### src/rtl/rect_stream_dma_if.sv
`default_nettype none
// ============================================================================
// Module : rect_stream_dma_if
// Brief  : Memory read port and GPU word stream of the rectangle DMA engine.
// Rev    : 1.0  initial release
// ============================================================================
interface rect_stream_dma_if #(
   parameter int ADDR_WIDTH = 16
);
   logic [ADDR_WIDTH-1:0] mem_din_addr;
   logic [15:0]           mem_din;
   logic [15:0]           out_data;
   logic                  out_valid;
   logic                  out_ready;
   logic                  out_last;

   modport master (
      output mem_din_addr,
      input  mem_din,
      output out_data,
      output out_valid,
      output out_last,
      input  out_ready
   );

   modport slave (
      input  mem_din_addr,
      output mem_din,
      input  out_data,
      input  out_valid,
      input  out_last,
      output out_ready
   );
endinterface
`default_nettype wire

### src/rtl/rect_stream_dma.sv
`default_nettype none
// ============================================================================
// Module : rect_stream_dma
// Brief  : Walks a table of 6-word rect records and streams them to the GPU,
//          resolving relative coordinates and skipping hidden rects.
// Rev    : 1.0  initial release
// ============================================================================
module rect_stream_dma #(
   parameter int COORD_WIDTH = 16,
   parameter int ADDR_WIDTH  = 16,
   parameter int RECT_ADDR   = 256,
   parameter int RECT_COUNT  = 64
) (
   input  wire logic          clk,
   input  wire logic          reset_n,
   input  wire logic          copy_start,
   rect_stream_dma_if.master  bus,
   output logic               busy,
   output logic               done
);

   localparam int                    c_IDX_W    = (RECT_COUNT > 1) ? $clog2(RECT_COUNT) : 1;
   localparam logic [c_IDX_W-1:0]    c_LAST_IDX = c_IDX_W'(RECT_COUNT - 1);
   localparam logic [c_IDX_W-1:0]    c_IDX_ONE  = c_IDX_W'(1);
   localparam logic [ADDR_WIDTH-1:0] c_BASE     = ADDR_WIDTH'(RECT_ADDR);
   localparam logic [ADDR_WIDTH-1:0] c_ONE      = ADDR_WIDTH'(1);
   localparam logic [ADDR_WIDTH-1:0] c_SKIP     = ADDR_WIDTH'(4);

   typedef enum logic [2:0] {
      S_IDLE = 3'd0,
      S_HDR  = 3'd1,
      S_X    = 3'd2,
      S_Y    = 3'd3,
      S_W    = 3'd4,
      S_H    = 3'd5,
      S_C    = 3'd6,
      S_DONE = 3'd7
   } state_t;

   state_t                 r_state, w_state_nxt;
   logic [ADDR_WIDTH-1:0]  r_addr, w_addr_nxt;
   logic [c_IDX_W-1:0]     r_idx, w_idx_nxt;
   logic [COORD_WIDTH-1:0] r_cur_x, r_cur_y, w_cur_x_nxt, w_cur_y_nxt;
   logic                   r_abs, r_hidden, w_abs_nxt, w_hidden_nxt;
   logic                   w_end_rec;
   logic [COORD_WIDTH-1:0] w_mem_coord, w_rel_x, w_rel_y;

   // Relative sums wrap naturally at COORD_WIDTH bits.
   assign w_mem_coord      = bus.mem_din[COORD_WIDTH-1:0];
   assign w_rel_x          = r_cur_x + w_mem_coord;
   assign w_rel_y          = r_cur_y + w_mem_coord;
   assign bus.mem_din_addr = r_addr;

   always_ff @(posedge clk or negedge reset_n) begin
      if (!reset_n) begin
         r_state  <= S_IDLE;
         r_addr   <= c_BASE;
         r_idx    <= '0;
         r_cur_x  <= '0;
         r_cur_y  <= '0;
         r_abs    <= 1'b0;
         r_hidden <= 1'b0;
      end else begin
         r_state  <= w_state_nxt;
         r_addr   <= w_addr_nxt;
         r_idx    <= w_idx_nxt;
         r_cur_x  <= w_cur_x_nxt;
         r_cur_y  <= w_cur_y_nxt;
         r_abs    <= w_abs_nxt;
         r_hidden <= w_hidden_nxt;
      end
   end

   always_comb begin
      w_state_nxt   = r_state;
      w_addr_nxt    = r_addr;
      w_idx_nxt     = r_idx;
      w_cur_x_nxt   = r_cur_x;
      w_cur_y_nxt   = r_cur_y;
      w_abs_nxt     = r_abs;
      w_hidden_nxt  = r_hidden;
      w_end_rec     = 1'b0;
      bus.out_valid = 1'b0;
      bus.out_data  = '0;
      bus.out_last  = 1'b0;
      busy          = 1'b1;
      done          = 1'b0;

      case (r_state)
         S_IDLE: begin
            busy = 1'b0;
            if (copy_start) begin
               w_state_nxt = S_HDR;
               w_cur_x_nxt = '0;
               w_cur_y_nxt = '0;
            end
         end
         S_HDR: begin
            bus.out_valid = !bus.mem_din[1];
            if (bus.mem_din[1] || bus.out_ready) begin
               w_abs_nxt    = bus.mem_din[0];
               w_hidden_nxt = bus.mem_din[1];
               w_addr_nxt   = r_addr + c_ONE;
               w_state_nxt  = S_X;
            end
         end
         S_X: begin
            bus.out_valid = !r_hidden;
            bus.out_data  = r_abs ? bus.mem_din : 16'(w_rel_x);
            if (r_hidden || bus.out_ready) begin
               if (r_abs) w_cur_x_nxt = w_mem_coord;
               w_addr_nxt  = r_addr + c_ONE;
               w_state_nxt = S_Y;
            end
         end
         S_Y: begin
            bus.out_valid = !r_hidden;
            bus.out_data  = r_abs ? bus.mem_din : 16'(w_rel_y);
            if (r_hidden || bus.out_ready) begin
               if (r_abs) w_cur_y_nxt = w_mem_coord;
               // Hidden rect: jump over W/H/C straight to the next header.
               if (r_hidden) begin
                  w_addr_nxt = r_addr + c_SKIP;
                  w_end_rec  = 1'b1;
               end else begin
                  w_addr_nxt  = r_addr + c_ONE;
                  w_state_nxt = S_W;
               end
            end
         end
         S_W, S_H: begin
            bus.out_valid = 1'b1;
            bus.out_data  = 16'(w_mem_coord);
            if (bus.out_ready) begin
               w_addr_nxt  = r_addr + c_ONE;
               w_state_nxt = (r_state == S_W) ? S_H : S_C;
            end
         end
         S_C: begin
            bus.out_valid = 1'b1;
            bus.out_data  = bus.mem_din;
            bus.out_last  = (r_idx == c_LAST_IDX);
            if (bus.out_ready) begin
               w_addr_nxt = r_addr + c_ONE;
               w_end_rec  = 1'b1;
            end
         end
         S_DONE: begin
            done        = 1'b1;
            w_state_nxt = S_IDLE;
            w_addr_nxt  = c_BASE;
            w_idx_nxt   = '0;
         end
         default: w_state_nxt = S_IDLE;
      endcase

      if (w_end_rec) begin
         if (r_idx == c_LAST_IDX) begin
            w_state_nxt = S_DONE;
         end else begin
            w_idx_nxt   = r_idx + c_IDX_ONE;
            w_state_nxt = S_HDR;
         end
      end
   end

endmodule
`default_nettype wire

### src/flat_wrapper.sv
// flat-port wrapper written by rule: the top's interface ports become plain ports
module rect_stream_dma_flat 
#(
   parameter int COORD_WIDTH = 16,
   parameter int ADDR_WIDTH  = 16,
   parameter int RECT_ADDR   = 256,
   parameter int RECT_COUNT  = 64
)
  (clk, reset_n, copy_start, busy, done, bus_mem_din_addr, bus_mem_din, bus_out_data, bus_out_valid, bus_out_last, bus_out_ready);
  rect_stream_dma_if #(.ADDR_WIDTH(ADDR_WIDTH)) bus_i ();
  input  wire logic clk;
  input  wire logic reset_n;
  input  wire logic copy_start;
  output logic busy;
  output logic done;
  output wire logic [$bits(bus_i.mem_din_addr)-1:0] bus_mem_din_addr;
  input wire logic [$bits(bus_i.mem_din)-1:0] bus_mem_din;
  output wire logic [$bits(bus_i.out_data)-1:0] bus_out_data;
  output wire logic [$bits(bus_i.out_valid)-1:0] bus_out_valid;
  output wire logic [$bits(bus_i.out_last)-1:0] bus_out_last;
  input wire logic [$bits(bus_i.out_ready)-1:0] bus_out_ready;
  assign bus_mem_din_addr = bus_i.mem_din_addr;
  assign bus_i.mem_din = bus_mem_din;
  assign bus_out_data = bus_i.out_data;
  assign bus_out_valid = bus_i.out_valid;
  assign bus_out_last = bus_i.out_last;
  assign bus_i.out_ready = bus_out_ready;
  rect_stream_dma #(.COORD_WIDTH(COORD_WIDTH), .ADDR_WIDTH(ADDR_WIDTH), .RECT_ADDR(RECT_ADDR), .RECT_COUNT(RECT_COUNT)) u_core (.clk(clk), .reset_n(reset_n), .copy_start(copy_start), .bus(bus_i), .busy(busy), .done(done));
endmodule
### config.mk
export PLATFORM = sky130hd
export DESIGN_NAME = rect_stream_dma_flat
export DESIGN_NICKNAME = d
export VERILOG_FILES = /design/src/rtl/rect_stream_dma_if.sv /design/src/rtl/rect_stream_dma.sv /design/src/flat_wrapper.sv
export SDC_FILE = /design/constraint.sdc
export NUM_CORES = 1
export LEC_CHECK = 0
export BUFFER_PORTS_ARGS = -buffer_cell sky130_fd_sc_hd__buf_2
export CAP_MARGIN = 40
export CORE_MARGIN = 5
export CORE_UTILIZATION = 45
export DETAILED_ROUTE_END_ITERATION = 12
export GPL_ROUTABILITY_DRIVEN = 0
export PLACE_DENSITY = 0.71
export SYNTH_ARGS = -nofsm -noshare
export SYNTH_HDL_FRONTEND = slang
export SYNTH_SLANG_ARGS = --single-unit
### constraint.sdc
create_clock -name clk -period 2.3 [get_ports clk]
set_input_delay 0.345 -clock clk [delete_from_list [all_inputs] [get_ports clk]]
set_output_delay 0.345 -clock clk [all_outputs]
set_load 0.05 [all_outputs]
; ---- Word-level counts from Yosys, hierarchy flattened
; Cells that the tools add are included.
[op_classes]
n_addsub = 5
n_eq_ne = 21
n_mux = 35
reduce_logical = 17
[op_table]
columns = cell, count
row1 = two-way mux 16 bit, 10
row2 = case mux 16 bit (5 select lines), 1
row3 = case mux 16 bit (2 select lines), 2
row4 = case mux 16 bit (3 select lines), 1
row5 = adder 16 bit, 2
row6 = two-way mux 3 bit, 8
row7 = two-way mux 6 bit, 3
row8 = case mux 3 bit (6 select lines), 1
row9 = "adder 16 x 1 -> 16 bit, second input constant", 1
row10 = "adder 16 x 3 -> 16 bit, second input constant", 1
row11 = "equality test 3 bit, second input constant", 4
row12 = "inequality test 2 x 1 -> 1 bit, second input constant", 6
row13 = "inequality test 3 x 1 -> 1 bit, second input constant", 3
row14 = AND reduction 4 bit, 2
row15 = AND reduction 7 bit, 1
row16 = nonzero test 7 bit, 1
row17 = "adder 6 x 1 -> 6 bit, second input constant", 1
row18 = "equality test 3 x 2 -> 1 bit, second input constant", 2
row19 = "equality test 6 bit, second input constant", 1
row20 = two-way mux 1 bit, 6
row21 = "inequality test 3 x 2 -> 1 bit, second input constant", 2
row22 = AND reduction 5 bit, 1
row23 = nonzero test 5 bit, 1
row24 = nonzero test 2 bit, 2
row25 = other kinds (12), 15
[word_totals]
register_bits = 59
in_bits = 20
output_inout_bits = 36
wordCells = 85

; ---- Logic depth before layout (Yosys ltp)
[logic_depth]
ltp_word = 5
depth_mapped = 11

; ---- Worst setup path before layout
; OpenSTA, ideal clock, no wires.
[synth_timing]
kind = register to output
from = register u_core.r_cur_x[0]
to = output bus_out_data[12]
arrival_ns = 2.708
required_ns = 1.955
slack_ns = -0.753
stages_incl_launch_ff = 12
path_cell_list = dfrtp_1 > ha_1 > inv_1 > fa_1 > nor2b_1 > o21a_1 > o21ai_2 > a21oi_1 > a2111oi_4 > a21boi_1 > xnor2_1 > o22ai_1
[synth_via]
elab_chain_cells = 3
[synth_lines]
columns = element, line_no
row1 = from (decl), rect_stream_dma.sv:43  ; logic [COORD_WIDTH-1:0] r_cur_x, r_cur_y, w_cur_x_nxt, w_cur_y_nxt;
row2 = from (signal assigned), rect_stream_dma.sv:67  ; r_cur_x <= w_cur_x_nxt;
row3 = adder 16 bit, rect_stream_dma.sv:50  ; assign w_rel_x = r_cur_x + w_mem_coord;
row4 = two-way mux 16 bit, rect_stream_dma.sv:109  ; bus.out_data = r_abs ? bus.mem_din : 16'(w_rel_x);
row5 = case mux 16 bit (3 select lines), rect_stream_dma.sv:89  ; case (r_state)
row6 = to (decl), flat_wrapper.sv:18  ; output wire logic [$bits(bus_i.out_data)-1:0] bus_out_data;
; No other way between the ends.

; ---- Worst setup path in the final report
[layout_timing]
from = register u_core.r_cur_y[0]
to = output bus_out_data[14]
[layout_via]
elab_chain_cells = 3
[layout_lines]
columns = element, line_no
row1 = from (decl), rect_stream_dma.sv:43
row2 = from (signal assigned), rect_stream_dma.sv:68  ; r_cur_y <= w_cur_y_nxt;
row3 = adder 16 bit, rect_stream_dma.sv:51  ; assign w_rel_y = r_cur_y + w_mem_coord;
row4 = two-way mux 16 bit, rect_stream_dma.sv:118  ; bus.out_data = r_abs ? bus.mem_din : 16'(w_rel_y);
row5 = case mux 16 bit (3 select lines), rect_stream_dma.sv:89
; No other way between the ends.

==> results.md <==
- Fraction of registers with async set or reset after synthesis: 100%
- Final count of pins violating max slew: 0
- Static leakage: between 3 and 4 nW
- Status: finished with violations
- CTS sink count: between 50 and 60
- TritonCTS buffer count: 9
- Vias in the first global route: 5464
- Synth warnings: 0
- Worst-Margin Slew: approximately 560 ps
- Post-Syn Area: roughly 4700 sq um
- Top Ports: 56
- Power Density: 1430 nW/um^2
- Worst hold path class: primary input to register
- Dpl hpwl: roughly 11 mm
- Vias/cell: approximately 6
- Core Rows: 37
- Dpl ws: -697 ps
- Final Skew: roughly 14 ps
- Hold slack: roughly 270 ps
- Fin crit period: roughly 3300 ps
- Fmax: just over 0.3 GHz
- Most frequent cell after synthesis: nand2_1
- Final Non-Filler Cells: 913
- Mapped Avg Cell Area: 7.86 sq um
- Yosys top cell by area: dfrtp_1
- Global routing usage on met3: under 10%
- Die Span X: 112 um
- DRC errors left: 0
- Die H: ~110 um
- Startpoint type of the worst setup path: register
- Worst r2r src: u_core.r_state[1]
- Final Setup Violations: 15
- Hold depth: 3
- Crit path DAT: approximately 2900 ps
- Cell Area, Placed: around 6100 sq um
- Adder and majority cell fraction of the synthesized area: 9.63%
- Final instance area: approximately 7000 sq um
- Root Driver: clkbuf_8
- Reg clk slew, reported paths: 70 ps
- Post-synth top cells: 109 x nand2_1, 61 x o21ai_0, 58 x dfrtp_1, 48 x a21oi_1, 35 x nor2_1
- CTS max path bufs: 2
- Post-route clock period utilization: 142%
- R2r setup slk: ~170 ps
- CTS tree: yes
- Placed Instances: 871
- Max_cap viols: 0
- Final Util: just under 70%
- Critical path class: register to output port
- Number of distinct library cells after synthesis: 65
- CTS H-tree depth: 3
- Via count: 5497
- First-pass GRT wire length: approximately 26 mm
- Core ar.: between 10000 and 15000 sq um
- Top_reg_cell synth: dfrtp_1
- Largest family of logic cells by synthesized area: compound AO/OA/AOI/OAI gates
- Area growth syn-to-layout: 49.5%
- Violated checks: setup timing
- Critical Path RT: a little under 2000 ps
- Setup TNS: -8930 ps
- Initial drt markers: roughly 520
- Hold path startpoint: bus_mem_din[8]
- Hold EP: u_core.r_cur_y[8]
- Layout cell share with drive strength beyond 1: roughly two fifths
- Crit path capture type: output port
- Reg2reg path depth: 9
- Post-synth EDFFs: 0
- Gr usage total: about a quarter
- Drt pass-1 iters: 7
- Buffers on Ports: 55
- Gr ovfl total: 0
- Mux cell area share after synthesis: ~1.8%
- Clock Latency Late Sink: between 300 and 400 ps
- Gr busiest metal: met2
- Sequential area share after synthesis: 31.4%
- Most area-consuming cells after synthesis: dfrtp_1 31%, ha_1 8.8%, nand2_1 8.7%, o21ai_0 6.5%, a21oi_1 5.1%
- Pwr Total: around 10 mW
- Post-Syn Instances: 598
- Nets: around 830
- Slew headroom: between 60% and 70%
- Post-DRT Antenna Nets: 0
- Worst r2r dst: u_core.bus.mem_din_addr[12]
- Final hold viol count: 0
- Largest net degree at the start of global routing: 33
- Max IR drop VDD: 0.000918 V
- Routed wire per std cell: roughly 19 um
- Antenna violations before repair: 0
- Compound-Gate Fraction of Synth Area: around 29%
- Final Worst Setup Slack: -955 ps
- Met2 GRT Util: roughly 44%
- CP Max Fanout: 3
- Drt total wl: 17.1 mm
- Syn Nets: roughly 650
- Seq cells post-synth: 59
- Post-synthesis simple-gate area fraction: between 20% and 30%
- Starting Density: a little under half
- Met1 Resource Use GR: a little under a third
- ANT cells: 0
- Top-area cell type share of the netlist area: a little over 30%
- RSZ-0062 raised after global routing: yes
- DIE AREA: 12600 sq um
- Xor/xnor cell area share of the yosys netlist: under 10%
==> placed cells by master, fill, tap and decap left out, drive strengths merged, types with 3 or more instances in the layout <==
master and count:
buf 186, inv 14, a221o 3, a21oi 49, o31ai 3, a21o 10, nor3 13, xnor2 8
xor2 11, a211oi 7, clkinv 3, a32oi 6, ha 33, nor2 37, nand2 110, dfrtp 58
mux2 4, nand3b 4, o211ai 4, a31oi 10, nor2b 10, a2111oi 3, nand3 19, nand2b 8
o21ai 88, and2 4, and3 8, mux2i 4, clkbuf 11, o21a 7, a22oi 8, o22ai 3
==> cell type report <==
type,count,area (sq um)
sequential,59,1480
inverter,14,52.6
clock inverter,5,75.1
timing repair buffer,187,1450
clock buffer,11,151
tap,136,170
fill,753,3250
multi-input combinational,501,3650
==> routing by layer <==
metal / wire length, um / up-vias / share of wire (%)
li1: - / 2538 / -
met1: 6900 / 2632 / 40
met2: 8360 / 269 / 49
met3: 1170 / 58 / 6.8
met4: 674 / 0 / 3.9
met5: 0 / - / 0
==> worst max-delay path, stage by stage (launching register included) <==
cell and delay, ps:
dfrtp_1 370, ha_2 200, inv_2 50, fa_2 380
nor2b_4 140, o2111ai_2 130, a21oi_2 250, a32oi_2 150
o21ai_1 180, xor2_1 100, a221oi_2 340, o21ai_4 100
buf_6 160
==> power breakdown <==
group | internal, mW | switching (mW) | total (mW) | leakage (nW)
Clock | 0.663 | 0.447 | 1.11 | 0.119
Sequential | 1.38 | 0.380 | 1.76 | 0.779
Combinational | 2.95 | 4.25 | 7.19 | 2.29
Total | 4.99 | 5.07 | 10.1 | 3.18
==> worst max-delay path by stage <==
stage | start | to | slack, ps | cells after the start
after detailed placement | bus_mem_din[1] | bus_out_data[15] | -700 | 11
final | u_core.r_cur_y[0] | bus_out_data[14] | -960 | 12
after floorplan | u_core.r_cur_x[6] | bus_out_data[15] | -310 | 8
after global placement | bus_mem_din[0] | bus_out_data[14] | -660 | 13
after global routing | u_core.r_cur_y[0] | bus_out_data[14] | -1080 | 12
after CTS | u_core.r_cur_y[0] | bus_out_data[14] | -840 | 12
==> registers in the layout, summed over array words and instances (netlist names) <==
signal,count
u_core.r_idx,6
u_core.r_cur_x,16
u_core.r_abs,1
u_core.r_hidden,1
u_core.r_state,3
u_core.bus.mem_din_addr,16
u_core.r_cur_y,16
==> logic make-up after synthesis <==
logic type / Yosys count
flip-flops: 59
AND/OR/NAND/NOR: 220
XOR/XNOR: 19
multiplexers: 8
adder cells (fa/ha/maj): 35
AO/OA/AOI/OAI: 219
buffers and inverters: 38
==> timing repair <==
item	in CTS	in global routing
resized for setup	78	52
setup buffers	14	15
endpoints found under the setup margin	16	16
hold buffers	1	0
hold endpoints to repair	19	0
cloned	0	0
pin swaps	34	38
No activity file was read; power rests on OpenSTA's default activity.
